### config.mk
export PLATFORM = sky130hd
export DESIGN_NAME = press_classifier
export DESIGN_NICKNAME = d
export VERILOG_FILES = /design/src/rtl/press_pkg.sv /design/src/rtl/sat_counter.sv /design/src/rtl/press_classifier.sv
export SDC_FILE = /design/constraint.sdc
export NUM_CORES = 1
export LEC_CHECK = 0
export ABC_CLOCK_PERIOD_IN_PS = 2600
export CAP_MARGIN = 10
export CELL_PAD_IN_SITES_DETAIL_PLACEMENT = 1
export CELL_PAD_IN_SITES_GLOBAL_PLACEMENT = 2
export CORE_MARGIN = 4
export CORE_UTILIZATION = 34
export DETAILED_ROUTE_END_ITERATION = 12
export PLACE_DENSITY = 0.81
export SYNTH_ARGS = -nofsm -noshare
export SYNTH_HDL_FRONTEND = slang
export SYNTH_HIERARCHICAL = 1
export SYNTH_SLANG_ARGS = --single-unit
### constraint.sdc
create_clock -name clk -period 2.6 [get_ports clk]
set_clock_uncertainty 0.15 [all_clocks]
set_input_delay 0.52 -clock clk [delete_from_list [all_inputs] [get_ports clk]]
set_output_delay 0.52 -clock clk [all_outputs]
set_load 0.02 [all_outputs]
### src/rtl/press_pkg.sv
// Shared constants for the press classifier: FSM state encoding and parameter defaults.
package press_pkg;

  localparam int unsigned CNT_W_DEF      = 24;
  localparam int unsigned LONG_TICKS_DEF = 50000;
  localparam int unsigned DBL_TICKS_DEF  = 25000;

  localparam logic [2:0] ST_IDLE      = 3'd0;
  localparam logic [2:0] ST_HELD      = 3'd1;
  localparam logic [2:0] ST_GAP       = 3'd2;
  localparam logic [2:0] ST_HELD2     = 3'd3;
  localparam logic [2:0] ST_LONG_HOLD = 3'd4;

endpackage

### src/rtl/sat_counter.sv
// Up-counter that clears on clr and sticks at all-ones instead of wrapping.
module sat_counter #(
  parameter int unsigned WIDTH = 8
) (
  input  logic             clk,
  input  logic             rst,
  input  logic             clr,
  input  logic             inc,
  output logic [WIDTH-1:0] cnt
);

  always_ff @(posedge clk) begin
    if (!rst) begin
      cnt <= '0;
    end else if (clr) begin
      cnt <= '0;
    end else if (inc && (cnt != '1)) begin
      cnt <= cnt + WIDTH'(1);
    end
  end

endmodule

### src/rtl/press_classifier.sv
// Turns edge-detector pulses into short/double/long press events and measures each press length.
module press_classifier
  import press_pkg::*;
#(
  parameter int unsigned      CNT_W      = CNT_W_DEF,
  parameter logic [CNT_W-1:0] LONG_TICKS = CNT_W'(LONG_TICKS_DEF),
  parameter logic [CNT_W-1:0] DBL_TICKS  = CNT_W'(DBL_TICKS_DEF)
) (
  input  logic             clk,
  input  logic             rst,
  input  logic             pos_edge,
  input  logic             neg_edge,
  output logic             short_press,
  output logic             double_press,
  output logic             long_press,
  output logic [CNT_W-1:0] press_len,
  output logic             len_valid,
  output logic             busy
);

  localparam logic [CNT_W-1:0] LONG_LAST = LONG_TICKS - CNT_W'(1);
  localparam logic [CNT_W-1:0] DBL_LAST  = DBL_TICKS - CNT_W'(1);

  logic [2:0]       state, state_nxt;
  logic [CNT_W-1:0] cnt;
  logic             cnt_clr, cnt_inc;
  logic             pos, neg;
  logic             short_nxt, double_nxt, long_nxt, len_vld_nxt;
  logic [CNT_W-1:0] len_nxt;

  function automatic logic [CNT_W-1:0] sat_inc(input logic [CNT_W-1:0] v);
    return (v == '1) ? v : v + CNT_W'(1);
  endfunction

  // Simultaneous edges carry no usable direction, so both are dropped.
  assign pos = pos_edge & ~neg_edge;
  assign neg = neg_edge & ~pos_edge;

  sat_counter #(.WIDTH(CNT_W)) u_cnt (
    .clk (clk),
    .rst (rst),
    .clr (cnt_clr),
    .inc (cnt_inc),
    .cnt (cnt)
  );

  always_comb begin
    state_nxt   = state;
    cnt_clr     = 1'b0;
    cnt_inc     = (state != ST_IDLE);
    short_nxt   = 1'b0;
    double_nxt  = 1'b0;
    long_nxt    = 1'b0;
    len_vld_nxt = 1'b0;
    len_nxt     = press_len;
    case (state)
      ST_IDLE: begin
        if (pos) begin
          state_nxt = ST_HELD;
          cnt_clr   = 1'b1;
        end
      end
      ST_HELD: begin
        if (neg) begin
          len_nxt     = sat_inc(cnt);
          len_vld_nxt = 1'b1;
          state_nxt   = ST_GAP;
          cnt_clr     = 1'b1;
        end else if (cnt == LONG_LAST) begin
          long_nxt  = 1'b1;
          state_nxt = ST_LONG_HOLD;
        end
      end
      ST_GAP: begin
        if (pos) begin
          state_nxt = ST_HELD2;
          cnt_clr   = 1'b1;
        end else if (cnt == DBL_LAST) begin
          short_nxt = 1'b1;
          state_nxt = ST_IDLE;
        end
      end
      ST_HELD2: begin
        // A held second press still counts as a double, never as a long press.
        if (neg) begin
          len_nxt     = sat_inc(cnt);
          len_vld_nxt = 1'b1;
          double_nxt  = 1'b1;
          state_nxt   = ST_IDLE;
        end else if (cnt == LONG_LAST) begin
          double_nxt = 1'b1;
          state_nxt  = ST_LONG_HOLD;
        end
      end
      ST_LONG_HOLD: begin
        if (neg) begin
          len_nxt     = sat_inc(cnt);
          len_vld_nxt = 1'b1;
          state_nxt   = ST_IDLE;
        end
      end
      default: state_nxt = ST_IDLE;
    endcase
  end

  // Output register stage
  always_ff @(posedge clk) begin
    if (!rst) begin
      state        <= ST_IDLE;
      short_press  <= 1'b0;
      double_press <= 1'b0;
      long_press   <= 1'b0;
      len_valid    <= 1'b0;
      press_len    <= '0;
    end else begin
      state        <= state_nxt;
      short_press  <= short_nxt;
      double_press <= double_nxt;
      long_press   <= long_nxt;
      len_valid    <= len_vld_nxt;
      press_len    <= len_nxt;
    end
  end

  assign busy = (state != ST_IDLE);

endmodule

==> impl_results.md <==
- Final slew viol count: 0
- Finished Cell Area: 3940 um^2
- CTS Buf Count: 5
- Register clock-pin slew on the reported worst setup and hold paths: 0.10 ns
- Core area: ~9000 um^2
- Period utilization: around 92%
- CP top delay family: simple AND/OR/NAND/NOR gates
- Crit path cell chain: nand3_1 > or4_1 > or3_1 > or3_1 > a31oi_1
- Worst Path Required: ~2.7 ns
- Synth Area per Inst: around 8 um^2
- RSZ-0062 raised after global routing: no
- Status: complete, no violations
- Io pins: 33
- Cell Area, Synth: approximately 3200 um^2
- Total power per unit cell area: ~400 nW/um^2
- Syn Inst Count: approximately 400
- Critical Path Most Common Cell: or3_1
- Post-route setup slack: about 0.2 ns
- # diodes: 0
- ANT nets after route: 0
- Register area share after synthesis: 34.1%
- Max Freq: roughly 0.42 GHz
- DRT Pass-1 Iters: 4
- Max FO, Critical Path: 7
- Synth area leader: dfxtp_1
- Largest net degree at the start of global routing: slightly below 50
- Vias in the first global route: 3056
- Post_cts resized: 0
- First-pass GRT wire length: ~16000 um
- Placed Area: ~3800 um^2
- Unique masters post-synth: 48
- GPL Wtd Cong: about 0.80
- Net Count, Synth: between 400 and 500
- YS warnings: 6
- Buffers on Ports: 32
- Startpoint Class: register
- Async SR Flop Fraction: 0%
- Root Buffer Master: clkbuf_8
- Area contributors post-synth: dfxtp_1 34%, o21ai_0 5.6%, a21oi_1 5.0%, mux2i_1 5.0%, nand2_1 4.6%
- WL final: approximately 9300 um
- Slew @ Worst Pin: roughly 0.47 ns
- Buf/Inv on CP: 0
- Number of H-tree levels: 2
- Slew headroom: about 69%
- Hold crit path type: reg2reg
- Clk Latency, worst-skew pair: between 0.3 and 0.4 ns
- Final hold violations: 0
- Slowest Stage Delay on Critical Path: about 0.67 ns
- Post-CTS setup buffers: 0
- Setup TNS: 0 ns
- Initial antenna violation count: 0
- # DRC: 0
- Full die area: around 11000 um^2
- Hpwl dp: 6690 um
- Max IR drop VDD: around 0.00021 V
- Crit. End Element: register
- DP Worst Slack: between 0.04 and 0.05 ns
- Leakage power: 1.21 nW
- CTS tree: built
- Final setup violating endpoints: 0
- Max_cap viols: 0
- Nets: between 400 and 500
- WL/cell: approximately 16 um
- EDFF count, synth: 0
- Sink Count: 55
- Fraction of final layout cells with drive strength greater than 1: between 10% and 20%
- Max clock buf depth: 2
- Die H: 105 um
- Kind of critical path: reg2reg
- FF+latch count, synth: 55
- Initial core utilization: 35.0%
- Grt ovf: 0
- Via-to-Cell Ratio: approximately 5.6
- Worst EP arrival: about 2.5 ns
- GRT Overall Usage: approximately 17%
- Post-synth top flop: dfxtp_1
- DR iter-0 viols: roughly 180
- Final min period: 2.40 ns
- Hold_buf cts: 0
- Yosys top cell area share: about a third
- Row cnt: 35
- Via Count: between 3000 and 4000
- Area growth syn-to-layout: 21.8%
- CP max-delay cell: or4_1
- Die W: 105 um
==> flip-flops by register name, summed over array words and instances, names as in the netlist <==
register	flops
long_press	1
double_press	1
u_cnt/cnt	24
len_valid	1
short_press	1
state	3
press_len	24
==> Yosys cell counts (8+ instances only) <==
| master | count |
|---|---|
| a211oi_1 | 12 |
| a21oi_1 | 32 |
| and4_1 | 8 |
| clkbuf_1 | 17 |
| dfxtp_1 | 55 |
| inv_1 | 8 |
| mux2i_1 | 16 |
| nand2_1 | 40 |
| nand2b_1 | 19 |
| nand3_1 | 20 |
| nand4_1 | 20 |
| nor4_1 | 8 |
| o21ai_0 | 36 |
| or3_1 | 8 |
| xnor2_1 | 13 |
==> layout make-up <==
| cell class | count | area [um^2] |
|---|---|---|
| clock buffers | 8 | 100 |
| well taps | 129 | 161 |
| flip-flops and latches | 55 | 1100 |
| inverters | 8 | 30.0 |
| fillers | 1108 | 5300 |
| multi-input cells | 307 | 1990 |
| repair buffers | 60 | 556 |
==> path summary, 6_finish.rpt <==
kind                start            end  slack, ns  cells past startpoint
min reg2reg  press_len[0]   press_len[0]       0.32                      2
max          u_cnt/cnt[7]  press_len[19]       0.20                      5
max reg2reg  u_cnt/cnt[7]  press_len[19]       0.20                      5
min          press_len[0]   press_len[0]       0.32                      2
==> power breakdown <==
| group | switching, mW | internal [mW] | leakage, nW | total, mW |
|---|---|---|---|---|
| Clock | 0.284 | 0.244 | 0.0515 | 0.528 |
| Combinational | 0.0983 | 0.0684 | 0.717 | 0.167 |
| Sequential | 0.0120 | 0.859 | 0.445 | 0.871 |
| Total | 0.394 | 1.17 | 1.21 | 1.57 |
==> metal layers <==
layer	track usage (%)	routed length [um]
met2	26.3	4120
met5	0	0
met3	2.33	306
met4	4.81	107
met1	25.2	4730
==> worst min-delay path: stages (launching register included) <==
cell and delay [ns]:
dfxtp_1 0.32, nand2_1 0.05, o2bb2ai_1 0.06
==> cell usage in the layout (no fill, tap or decap), drive strengths merged, types with 13 or more instances in the layout <==
cell,instances
nand2,40
mux2i,16
o21ai,36
nand4,22
buf,28
nand3,21
dfxtp,55
xnor2,13
a21oi,33
clkdlybuf4s50,32
nand2b,19
a211oi,14
==> cells by family after synthesis <==
group	Yosys count	synth area share (%)
buffers and inverters	37	4.88
muxes	16	4.96
xor gates and xnor gates	15	4.07
adders and majority gates	2	0.774
and+or+nand+nor	163	29.2
AOI/OAI and AO/OA	111	22.1
DFF	55	34.1
==> metrics by stage <==
step	power [mW]	cells	utilization [%]	hold WS (ns)
detailed placement	1.06	559	41.5	0.311
CTS	1.59	567	42.6	0.325
global route	1.64	567	42.6	0.361
finish	1.57	567	42.6	0.318
global placement	1.05	559	41.5	0.301
floorplan	0.984	399	-	0.311
Power figures use the tool's default switching activity.
